==> src/rtl/sr_latch_driver.sv <==
// Sequencer for an external SR latch: drives set/reset with a setup cycle, an
// enable pulse, a readback check with timeout, and a dead time. Every output
// comes straight from a flop.
module sr_latch_driver #(
  parameter int unsigned PULSE_W = 2,  // 1..15 cycles of lat_en per command
  parameter int unsigned DEAD_W  = 1,  // 1..15 idle cycles after each command
  parameter int unsigned TIMEOUT = 8   // 1..255 readback cycles before giving up
) (
  input  logic clk,
  input  logic reset,
  input  logic req_valid,
  input  logic req_op,
  output logic req_ready,
  output logic lat_s,
  output logic lat_r,
  output logic lat_en,
  input  logic lat_q,
  input  logic lat_qb,
  output logic done,
  output logic err,
  output logic state_q
);

  typedef enum logic [2:0] {
    StIdle,
    StSetup,
    StPulse,
    StCheck,
    StDead
  } fsm_e;

  // One shared counter, wide enough for the longest state (TIMEOUT up to 255).
  localparam logic [7:0] PulseLast = 8'(PULSE_W - 1);
  localparam logic [7:0] CheckLast = 8'(TIMEOUT - 1);
  localparam logic [7:0] DeadLast  = 8'(DEAD_W - 1);

  fsm_e       fsm_q, fsm_d;
  logic [7:0] cnt_q, cnt_d;
  logic       op_q, op_d;
  logic       vrf_q, vrf_d;
  logic       ready_q, ready_d;
  logic       s_q, s_d;
  logic       r_q, r_d;
  logic       en_q, en_d;
  logic       done_q, done_d;
  logic       err_q, err_d;
  logic       drive;
  logic       pass;

  // Readback matches the commanded value on both rails.
  assign pass = (lat_q == op_q) && (lat_qb == ~op_q);

  // Next-state, counter and registered-output decode.
  always_comb begin
    fsm_d  = fsm_q;
    cnt_d  = cnt_q;
    op_d   = op_q;
    vrf_d  = vrf_q;
    done_d = 1'b0;
    err_d  = 1'b0;

    unique case (fsm_q)
      StIdle: begin
        if (req_valid && ready_q) begin
          op_d  = req_op;
          fsm_d = StSetup;
        end
      end
      StSetup: begin
        fsm_d = StPulse;
        cnt_d = '0;
      end
      StPulse: begin
        if (cnt_q == PulseLast) begin
          fsm_d = StCheck;
          cnt_d = '0;
        end else begin
          cnt_d = cnt_q + 8'd1;
        end
      end
      StCheck: begin
        if (pass) begin
          fsm_d  = StDead;
          cnt_d  = '0;
          done_d = 1'b1;
          vrf_d  = op_q;
        end else if (cnt_q == CheckLast) begin
          fsm_d = StDead;
          cnt_d = '0;
          err_d = 1'b1;
        end else begin
          cnt_d = cnt_q + 8'd1;
        end
      end
      StDead: begin
        if (cnt_q == DeadLast) begin
          fsm_d = StIdle;
        end else begin
          cnt_d = cnt_q + 8'd1;
        end
      end
      default: begin
        fsm_d = StIdle;
        cnt_d = '0;
      end
    endcase

    // Outputs follow the state being entered so they can be flopped.
    drive   = (fsm_d == StSetup) || (fsm_d == StPulse) || (fsm_d == StCheck);
    s_d     = drive & op_d;
    r_d     = drive & ~op_d;
    en_d    = (fsm_d == StPulse);
    ready_d = (fsm_d == StIdle);
  end

  // State and output registers with synchronous reset.
  always_ff @(posedge clk) begin
    if (reset) begin
      fsm_q   <= StIdle;
      cnt_q   <= '0;
      op_q    <= 1'b0;
      vrf_q   <= 1'b0;
      ready_q <= 1'b0;
      s_q     <= 1'b0;
      r_q     <= 1'b0;
      en_q    <= 1'b0;
      done_q  <= 1'b0;
      err_q   <= 1'b0;
    end else begin
      fsm_q   <= fsm_d;
      cnt_q   <= cnt_d;
      op_q    <= op_d;
      vrf_q   <= vrf_d;
      ready_q <= ready_d;
      s_q     <= s_d;
      r_q     <= r_d;
      en_q    <= en_d;
      done_q  <= done_d;
      err_q   <= err_d;
    end
  end

  assign req_ready = ready_q;
  assign lat_s     = s_q;
  assign lat_r     = r_q;
  assign lat_en    = en_q;
  assign done      = done_q;
  assign err       = err_q;
  assign state_q   = vrf_q;

endmodule

==> config.mk <==
export PLATFORM = sky130hd
export DESIGN_NAME = sr_latch_driver
export DESIGN_NICKNAME = d
export VERILOG_FILES = /design/src/rtl/sr_latch_driver.sv
export SDC_FILE = /design/constraint.sdc
export NUM_CORES = 1
export LEC_CHECK = 0
export BUFFER_PORTS_ARGS = -buffer_cell sky130_fd_sc_hd__buf_2
export CAP_MARGIN = 20
export CORE_MARGIN = 3
export CORE_UTILIZATION = 59
export DETAILED_ROUTE_END_ITERATION = 8
export PLACE_DENSITY_LB_ADDON = 0.1
export SLEW_MARGIN = 20
export SYNTH_ARGS = -nofsm -noshare
export SYNTH_HDL_FRONTEND = slang
export SYNTH_SLANG_ARGS = --single-unit
==> constraint.sdc <==
create_clock -name clk -period 3.8 [get_ports clk]
set_input_delay 0.95 -clock clk [delete_from_list [all_inputs] [get_ports clk]]
set_output_delay 0.95 -clock clk [all_outputs]
set_load 0.01 [all_outputs]
Word-level counts from Yosys, hierarchy flattened

Cells that the tools add are included.

Magnitude comparators: 0
Shifts and indexed selects: 0
Bitwise operators: 6
Div/mod/pow operators: 0
Reductions and logical operators: 11
Multipliers: 0
Add/sub/neg operators: 1
Equality and inequality tests: 12
Mux-type cells: 15

Operators with widths:

| kind                  | count |
|---|---|
| $mux W8               | 4 |
| $pmux W8 S4           | 1 |
| $mux W3               | 5 |
| $pmux W3 S5           | 1 |
| $eq A3 B2 Y1 const B  | 4 |
| $add A8 B1 Y8 const B | 1 |
| $eq A8 B1 Y1 const B  | 1 |
| $eq A8 B3 Y1 const B  | 1 |
| $logic_not A8 Y1      | 1 |
| $eq A3 B1 Y1 const B  | 2 |
| $logic_not A3 Y1      | 2 |
| $mux W1               | 4 |
| $not A1 Y1            | 4 |
| $reduce_and A2 Y1     | 2 |
| $eq A3 B3 Y1 const B  | 1 |
| $reduce_or A3 Y1      | 1 |
| $and A1 B1 Y1         | 2 |
| $eq A1 B1 Y1          | 2 |
| $logic_and A1 B1 Y1   | 2 |
| $logic_or A1 B1 Y1    | 2 |
| $ne A2 B2 Y1 const B  | 1 |
| $reduce_or A2 Y1      | 1 |

Memories kept: 0
Bits of input ports: 6
Latch bits: 0
Output and inout bits: 7
Bits in registers: 19
Bits in read-only memories: 0
RAM bits: 0

Logic depth before layout (Yosys ltp)

Gate-level depths: netlist of the first run.

Depth after elaboration: 9
Mapped depth: 8
Mapped depth without buffers: 8

Worst setup path after synthesis of the first run

Ideal clock, no wire load.

Path type: input to register
Start point: input port lat_q
End point: register cnt_q[4]
Stages: 6
Required time: 3.713 ns
Setup time: 0.087 ns
Arrival time: 1.868 ns
Path buffers: 0
Path slack: 1.845 ns
Path through: nand2b_1 -> o22a_1 -> nand2_1 -> o21ai_2 -> nand2_2 -> o31ai_1

Longest elaborated chain between the ends: 4

Ends and longest elaborated chain:

| item                   | RTL line | source |
|---|---|---|
| start: declaration     | 17       | `input logic lat_q,` |
| $eq A1 B1 Y1           | 51       | `assign pass = (lat_q == op_q) && (lat_qb == ~op_q);` |
| $logic_and A1 B1 Y1    | 51       |  |
| $mux W8                | 82       | `if (pass) begin` |
| $pmux W8 S4            | 62       | `unique case (fsm_q)` |
| end signal: assignment | 131      | `cnt_q <= cnt_d;` |
| end: declaration       | 38       | `logic [7:0] cnt_q, cnt_d;` |

Every way passes these cells.
A chain may end at the register's enable or synchronous reset.

Worst setup path in the final report of the first run

Ends and elaborated chain as after synthesis.

==> results of run 1 <==
critical path, stage by stage:
cell                       delay (ps)
sky130_fd_sc_hd__buf_2             80
sky130_fd_sc_hd__nand2b_1         110
sky130_fd_sc_hd__o22a_1           200
sky130_fd_sc_hd__nand2_1          110
sky130_fd_sc_hd__o21ai_2          300
sky130_fd_sc_hd__nand2_2          140
sky130_fd_sc_hd__o31ai_1          260
stage by stage:
stage / utilization / area (um^2) / std cells / setup slack [ps] / total power, W
global placement: 0.717 / 1000 / 133 / 1620 / 0.000251
global route: 0.737 / 1030 / 137 / 1720 / 0.000368
detailed placement: 0.717 / 1000 / 133 / 1540 / 0.000253
floorplan: - / 953 / 111 / 1840 / 0.000241
CTS: 0.737 / 1030 / 137 / 1860 / 0.000351
finish: 0.737 / 1030 / 137 / 1850 / 0.000350
cells by family (layout without fill, tap and decap cells):
kind of cell | count (synthesis) | in the layout
simple gates | 53 | 53
compound gates | 23 | 23
flops | 19 | 19
buf+inv | 9 | 20
fa+ha+maj | 3 | 3
xor+xnor | 2 | 2
mux | 2 | 2
sequential cells by signal (all words and copies together) (netlist names):
| name | count |
|---|---|
| cnt_q | 8 |
| fsm_q | 3 |
| done | 1 |
| err | 1 |
| lat_en | 1 |
| lat_r | 1 |
| lat_s | 1 |
| op_q | 1 |
| req_ready | 1 |
| state_q | 1 |
Yosys cell counts:
cell and count:
sky130_fd_sc_hd__and2b_1 1, sky130_fd_sc_hd__a21oi_1 4, sky130_fd_sc_hd__nor4b_2 1, sky130_fd_sc_hd__nor4b_1 1, sky130_fd_sc_hd__nand4_1 1, sky130_fd_sc_hd__clkbuf_2 1
sky130_fd_sc_hd__buf_2 1, sky130_fd_sc_hd__nand2_1 13, sky130_fd_sc_hd__nor3_1 3, sky130_fd_sc_hd__and2_1 1, sky130_fd_sc_hd__dfxtp_1 19, sky130_fd_sc_hd__o21ai_2 1
sky130_fd_sc_hd__ha_1 3, sky130_fd_sc_hd__o31ai_1 3, sky130_fd_sc_hd__o21ai_1 3, sky130_fd_sc_hd__a31oi_1 1, sky130_fd_sc_hd__clkbuf_1 2, sky130_fd_sc_hd__o21ai_0 3
sky130_fd_sc_hd__buf_6 1, sky130_fd_sc_hd__o22ai_1 1, sky130_fd_sc_hd__nor3_2 2, sky130_fd_sc_hd__nor3b_1 2, sky130_fd_sc_hd__nor2_1 13, sky130_fd_sc_hd__nor4_2 1
sky130_fd_sc_hd__o22a_1 1, sky130_fd_sc_hd__nand3b_1 1, sky130_fd_sc_hd__mux2i_1 2, sky130_fd_sc_hd__nor2b_1 5, sky130_fd_sc_hd__a32oi_2 1, sky130_fd_sc_hd__inv_1 4
sky130_fd_sc_hd__or2_2 1, sky130_fd_sc_hd__nand3_1 4, sky130_fd_sc_hd__nor4_1 1, sky130_fd_sc_hd__a32oi_1 4, sky130_fd_sc_hd__nand2_2 1, sky130_fd_sc_hd__nand2b_1 1
sky130_fd_sc_hd__xnor2_1 2, sky130_fd_sc_hd__a31oi_2 1
per-layer routing:
metal	global-route usage	vias to the layer above
li1	-	414
met1	0.267	362
met2	0.277	19
met3	0.0547	5
met4	0.119	0
met5	0	-
how the worst max path moves through the flow:
stage / endpoint / depth (start not counted)
after floorplan: cnt_q[4] / 6
after global placement: cnt_q[4] / 7
after detailed placement: cnt_q[4] / 7
after CTS: cnt_q[4] / 7
after global routing: cnt_q[4] / 7
final: cnt_q[4] / 7
report_power, final:
group / internal (W) / total (W) / leakage [nW] / switching [W]
Combinational: 0.0000149 / 0.0000390 / 0.195 / 0.0000242
Clock: 0.0000393 / 0.000102 / 0.0177 / 0.0000628
Sequential: 0.000204 / 0.000209 / 0.154 / 0.00000501
Total: 0.000259 / 0.000350 / 0.366 / 0.0000920
layout make-up:
type,instances,area (um^2)
multi-input cells,83,529
flip-flops and latches,19,380
fillers,113,368
repair buffers,12,60.1
clock buffers,3,22.5
well taps,15,18.8
inverters,4,15.0
clock inverters,1,5.00
==> flow_results.org, run 1 <==
** Status
- Status :: completed

** Timing
- The number of slew-limit violations in the final report is 0.
- At the pin with the least slew margin, the transition time is 494 ps.
- Max Clock Skew :: 8.40 ps
- The number of hold violations in the final report was 0.
- Setup repair after global routing left no endpoint under its margin.
- In the final timing run, aggregate negative setup slack is 0 ps.
- Max frequency :: 0.514 GHz
- The worst path needs 1950 ps of the cycle, external delays included.
- Setup violations remaining at the end of the flow were counted as 0.
- Final hold analysis gives a worst-case slack of 501 ps.
- Measured against its own limit, the worst slew margin works out to 0.668.
- Portion of the clock cycle consumed by the worst path in the final layout :: 0.512

** Routing
- Antenna viol nets, final :: 0
- Drc violations :: 0
- After detailed routing, the average wire length per cell comes to 13.4 um.
- Met2 wire length :: 782 um
- For this block, the initial DRC count from the detailed router was 39.
- Wire length after detailed routing :: 1.83 mm
- The routed layout has 800 vias.
- TritonRoute pass-1 iters :: 4
- Met1 layer wirelength in the final routing :: 928 um
- Detailed route wirelength on metal3 :: 80 um
- Max layer used :: met4
- Number of vias per cell :: 5.84

** Setup path
- STA puts the critical path data required time at 4010 ps.
- Startpoint Class :: input port
- Register-to-register setup slack :: 2020 ps
- Arrival time at the worst endpoint :: 2160 ps
- In this run the critical register-to-register path is captured at cnt_q[5].
- The worst register-to-register path has a depth of 7.
- STA classifies the critical path endpoint as a flip-flop.
- The worst setup path is of the input port to flip-flop kind.
- In this run the worst setup path begins at lat_q.
- Critical path fanouts, max :: 6
- Origin of the critical flop-to-flop path :: cnt_q[0]

** Cells and area
- Of the cells placed in the final design, the portion with a size suffix greater than 1 is 0.205.
- Leaving out fill and tap cells, the most frequent cells in the layout are 19 x sky130_fd_sc_hd__dfxtp_1, 13 x sky130_fd_sc_hd__nand2_1, 13 x sky130_fd_sc_hd__nor2_1.
- Leaving out fill and tap cells, the most frequent cell in the layout is sky130_fd_sc_hd__dfxtp_1.
- # diodes :: 0
- From synthesis to final layout, the design area changed by 8.14%.
- Final Net Count :: 132

** Global route
- Largest net degree at the start of global routing :: 19
- In the global route stage, overall resource usage came out at 0.198.
- Vias in the first global route :: 714
- The number of antenna violations at the first check in global routing is 0.
- Overall overflow remaining after global route :: 0
- The first global-routing pass estimated 2.98 mm of wire.

** CTS
- CTS tree :: built
- Buffers added to address setup during post-CTS repair amount to 0.
- Number of clock buffers inserted by TritonCTS :: 3
- After clock tree synthesis, the repair step resized 0 gates.
- In this run the clock root is driven by a sky130_fd_sc_hd__clkbuf_4.
- After clock tree synthesis, the flow added hold-fix buffers numbering 0.
- Number of H-tree levels :: 1
- Total clock sinks :: 19
- No sink is reached through more buffers than the 2 on the longest clock path.
- After clock tree synthesis, the clock-pin slew on the worst setup and hold paths is 100 ps.
- Clk Latency, worst-skew pair :: 300 ps

** Min path
- Counting instances, the worst hold path has a depth of 2.
- The min-delay analysis places its worst path in the category flip-flop to flip-flop.
- Start point of the worst min-delay path :: cnt_q[1]
- For hold timing, the worst endpoint is cnt_q[1].

** Place
- In this run the tool buffered the top-level ports with 12 buffer cells.
- Post-DP HPWL :: 1.36 mm
- Routability congestion estimate from global placement :: 0.848

** Logic synthesis
- Complex-gate fraction of the synthesized area :: 0.175
- Synthesis produced 111 cells.
- sky130_fd_sc_hd__dfxtp_1 takes more of the synthesized area than any other cell.
- Synth Area in XOR/XNOR :: 0.0184
- Yosys mapped the design onto 38 distinct sky130hd cell types.
- Area share of and/or/nand/nor cells after synthesis :: 0.302
- Post-synthesis instance area :: 953 um^2
- Dominant cells by area after synthesis :: sky130_fd_sc_hd__dfxtp_1 40%, sky130_fd_sc_hd__nand2_1 5.1%, sky130_fd_sc_hd__nor2_1 5.1%
- Main combinational cell family by area after synthesis :: simple AND/OR/NAND/NOR gates
- Warnings from Yosys :: 0
- Total nets after synthesis :: 120
- Adder-cell share of the synthesized area :: 0.0394
- A synthesized cell averages 8.59 um^2.
- Portion of netlist area occupied by mux cells :: 0.0210
- Synthesis inferred 19 register bits.
- For this run, the register share of the synthesized area comes to 0.399.
- Post-synth top area share :: 0.399

** Die
- FP Rows :: 13
- Die Outline Area :: 2130 um^2
- Die boundary width :: 46.2 um
- Die H :: 46.2 um
- Core ar. :: 1400 um^2
- Number of top-level pins :: 13
- Initial cell density of the core :: 0.682

** Pwr
- The analysis attributes to cell leakage a power of 0.366 nW.
- In this run the power density over the cells is 340 nW/um^2.
- IR analysis of the VDD net gives a maximum drop of 0.239 mV.

** Run
- Max-cap violations in this run came to 0.
Power figures use the tool's default switching activity.
==> run 2, diff against run 1 <==
--- a/config.mk
+++ b/config.mk
@@ -8,7 +8,7 @@
 export BUFFER_PORTS_ARGS = -buffer_cell sky130_fd_sc_hd__buf_2
 export CAP_MARGIN = 20
 export CORE_MARGIN = 3
-export CORE_UTILIZATION = 59
+export CORE_UTILIZATION = 49
 export DETAILED_ROUTE_END_ITERATION = 8
 export PLACE_DENSITY_LB_ADDON = 0.1
 export SLEW_MARGIN = 20
==> constraint.sdc (replaced) <==
create_clock -name clk -period 1.6 [get_ports clk]
set_input_delay 0.4 -clock clk [delete_from_list [all_inputs] [get_ports clk]]
set_output_delay 0.4 -clock clk [all_outputs]
set_load 0.01 [all_outputs]
==> run 2 against run 1 <==
Against the previous run: the run now ends with setup timing left; clock skew down 6.1 ps; combinational power rose to 4.2 times the previous value; flip-flop and latch count unchanged; global-route usage up 0.73 points; final cell count up 26%; largest power group unchanged.
==> flow_results.org, run 2 (synthesis gave the netlist of run 1 again) <==
** Status
- Status :: finished with violations
- The checks that failed: setup timing.

** Routing
- The number of detailed-routing iterations run before antenna repair is 4 (unchanged).
- The average wire length per cell after detail routing is 15.9 um (+19%).
- The number of DRC markers after the initial detailed-route iteration is 15 (-62%).
- Wire length after detailed routing :: 2.76 mm (+51%)
- The count of antenna-violating nets left after detailed routing is 0 (unchanged).
- The number of vias in the routed layout is 990 (+24%).
- The number of vias per cell was 5.72 (-2.0%).
- The final routed DRC violation total came to 0 (unchanged).

** Timing
- The routed design could run at a clock period as short as 1750 ps.
- Max-slew headroom :: 0.731 (+0.0633)
- Setup repair after global routing could not meet its margin everywhere.
- Static timing analysis puts the maximum clock frequency at 0.572 GHz.
- Max Clock Skew :: 2.34 ps (-6.06 ps)
- Hold violation count in the final report :: 0 (unchanged)
- The worst-margin pin slew is 400 ps (-93.8 ps).
- Slew Viols, Final :: 0 (unchanged)
- Portion of the clock cycle consumed by the worst path in the final layout :: 1.09
- Final number of setup-violating endpoints :: 11 (+11)
- The final worst setup slack was -148 ps (-2000 ps).

** CTS
- Clock Root Buffer :: sky130_fd_sc_hd__clkbuf_4
- Clk pin slew, worst setup/hold paths :: 110 ps (about the same)
- The number of buffers between clock root and the deepest sink is 2 (unchanged).
- TritonCTS built the clock tree.
- Number of H-tree levels :: 1 (unchanged)
- Number of clock buffers inserted by TritonCTS :: 3 (unchanged)
- The total clock sinks is 19 (unchanged).
- Clk Latency, worst-skew pair :: 310 ps (about the same)

** Place
- Count of buffers from port buffering :: 12 (unchanged)
- Post-DP HPWL :: 1.61 mm (+19%)
- Place WS :: -158 ps (-1700 ps)
- The global placement routability congestion was 0.801 (-5.5%).
- The total cell area at the placement stage came to 1110 um^2 (+11%).

** Die
- Die boundary width :: 50.1 um (+8.5%)
- The area of the core came to 1780 um^2 (+27%).
- The count of boundary I/O pins came to 13 (unchanged).
- The floorplan die area is 2510 um^2 (+18%).
- FP Rows :: 15 (+2)
- The starting density of the core is 0.535 (-0.147).
- The die height was 50.1 um (+8.5%).

** Cells and area
- Highest-count cells in the layout ignoring fill and taps :: 21 x sky130_fd_sc_hd__buf_4, 14 x sky130_fd_sc_hd__dfxtp_1, 12 x sky130_fd_sc_hd__nand2_1, 12 x sky130_fd_sc_hd__buf_2, 10 x sky130_fd_sc_hd__nor2_1
- Final core occ :: 0.805 (+0.0679)
- The flip-flop count of the largest register after layout is 8 (unchanged).
- Layout cell share with drive strength beyond 1 :: 0.520 (+0.315)
- Area growth from synthesis to layout :: 50.5%
- Largest registers ranked by flip-flop count :: cnt_q x8, fsm_q x3
- The number of nets in the layout came to 158 (+20%).
- Register name with the most flops :: cnt_q
- The diode insertion count for antenna repair was 0 (unchanged).
- Total non-filler cell area in the finished layout :: 1440 um^2 (+39%)
- Most common library cell in the layout ignoring fill and taps :: sky130_fd_sc_hd__buf_4

** Setup path
- The maximum fanout along the worst path was 6 (unchanged).
- Data required time at the worst endpoint :: 1800 ps (-2210 ps)
- The delay of the slowest critical-path stage was 380 ps (+80 ps).
- Critical register-to-register path endpoint :: cnt_q[5]
- STA classifies the critical path endpoint as a flip-flop.
- The worst register-to-register path begins at cnt_q[1].
- The critical path starts at cnt_q[1].
- STA classifies the critical path startpoint as a flip-flop.
- The setup slack on the worst flop-to-flop path was -150 ps (-2170 ps).
- CP endpoint :: cnt_q[5]
- For this design, the slowest cell found on the critical path is sky130_fd_sc_hd__dfxtp_4.
- Crit path buf inv count :: 1 (unchanged)
- The signal on the critical path passes through inv_4 > ha_4 > nor4b_4 > nand2_1 > a32oi_2 > o21ai_4 > a32oi_1 > o31ai_1.
- The number of cells on the worst reg-to-reg path was 8 (+1).
- Delay-heaviest family, CP :: compound AO/OA/AOI/OAI gates
- Arrival time at the worst endpoint :: 1950 ps (-210 ps)
- Logic depth of the worst setup path including buffers :: 8 (+1)
- Critical path class :: flip-flop to flip-flop

** Min path
- The depth of the worst hold-timing path came to 3 (+1).
- Tightest Hold Check Type :: input port to flip-flop

** Pwr
- The worst IR drop on VDD was 0.633 mV (+160%).
- Standby leakage power :: 0.533 nW (+46%)
- The power per unit of standard cell area was 638 nW/um^2 (+88%).

** Run
- The number of max-cap violations came to 0 (unchanged).

** Global route
- The number of global-route vias before repair is 839 (+18%).
- The number of antenna violations at the first check in global routing was 0 (unchanged).
- The wire length of the first global-routing pass is 3.81 mm (+28%).
- The residual overflow from global routing came to 0 (unchanged).
- The maximum number of pins on one net before global-route repair was 19 (unchanged).
- The global-route usage over all layers came to 0.206 (+0.00725).
## run 2: changes by cell type in the layout (fill, tap and decap cells not counted), moves of 3 or more
cell	before	now
sky130_fd_sc_hd__buf_4	0	21
sky130_fd_sc_hd__buf_6	0	5
sky130_fd_sc_hd__dfxtp_1	19	14
sky130_fd_sc_hd__dfxtp_2	0	3
sky130_fd_sc_hd__ha_1	3	0
sky130_fd_sc_hd__ha_4	0	3
sky130_fd_sc_hd__nor2_1	13	10
sky130_fd_sc_hd__nor2_2	0	3
## run 2: cell type report
cell class,count,area (um^2)
clock buffers,3,22.5
flip-flops and latches,19,392
multi-input cells,83,693
well taps,25,31.3
inverters,4,17.5
fillers,118,348
clock inverters,1,5.00
repair buffers,38,274
## run 2: through the flow
| stage | cells | TNS, ps | hold WS, ps | power (W) |
|---|---|---|---|---|
| finish | 173 | -718 | 449 | 0.000915 |
| global route | 173 | -1790 | 486 | 0.000945 |
| CTS | 164 | -187 | 423 | 0.000862 |
| detailed placement | 156 | -547 | 488 | 0.000615 |
| global placement | 156 | -401 | 479 | 0.000612 |
| floorplan | 111 | 0 | 462 | 0.000572 |
## run 2: metal layers
| metal | part of all wire | track usage | vias up |
|---|---|---|---|
| met3 | 0.065 | 0.0393 | 8 |
| li1 | - | - | 467 |
| met5 | 0 | 0 | - |
| met4 | 0.033 | 0.0968 | 0 |
| met1 | 0.40 | 0.252 | 471 |
| met2 | 0.50 | 0.341 | 44 |
## run 2: tightest hold or removal path, cell delays in order
cell,delay (ps)
sky130_fd_sc_hd__buf_2,90
sky130_fd_sc_hd__mux2i_2,90
sky130_fd_sc_hd__nor3_2,150
## run 2: how the worst min path moves through the flow
| stage | slack, ps | endpoint | start |
|---|---|---|---|
| final | 450 | lat_s | req_op |
| after global routing | 490 | lat_r | req_op |
| after CTS | 420 | op_q | req_op |
| after detailed placement | 490 | state_q | state_q |
| after global placement | 480 | state_q | state_q |
| after floorplan | 460 | cnt_q[1] | cnt_q[1] |
## run 2: where the power goes
| part | internal (W) | total [W] | leakage [nW] | switching (W) |
|---|---|---|---|---|
| combinational | 0.0000768 | 0.000163 | 0.359 | 0.0000864 |
| sequential | 0.000483 | 0.000496 | 0.157 | 0.0000131 |
| clock | 0.0000935 | 0.000256 | 0.0177 | 0.000163 |
| total | 0.000653 | 0.000915 | 0.533 | 0.000263 |
## run 2: repair_timing
action                     4_1_cts  5_1_grt
setup endpoints to repair        7       13
hold buffers                     0        0
buffers inserted                 6        9
gates resized for setup         20       25
pin swaps                        8        7
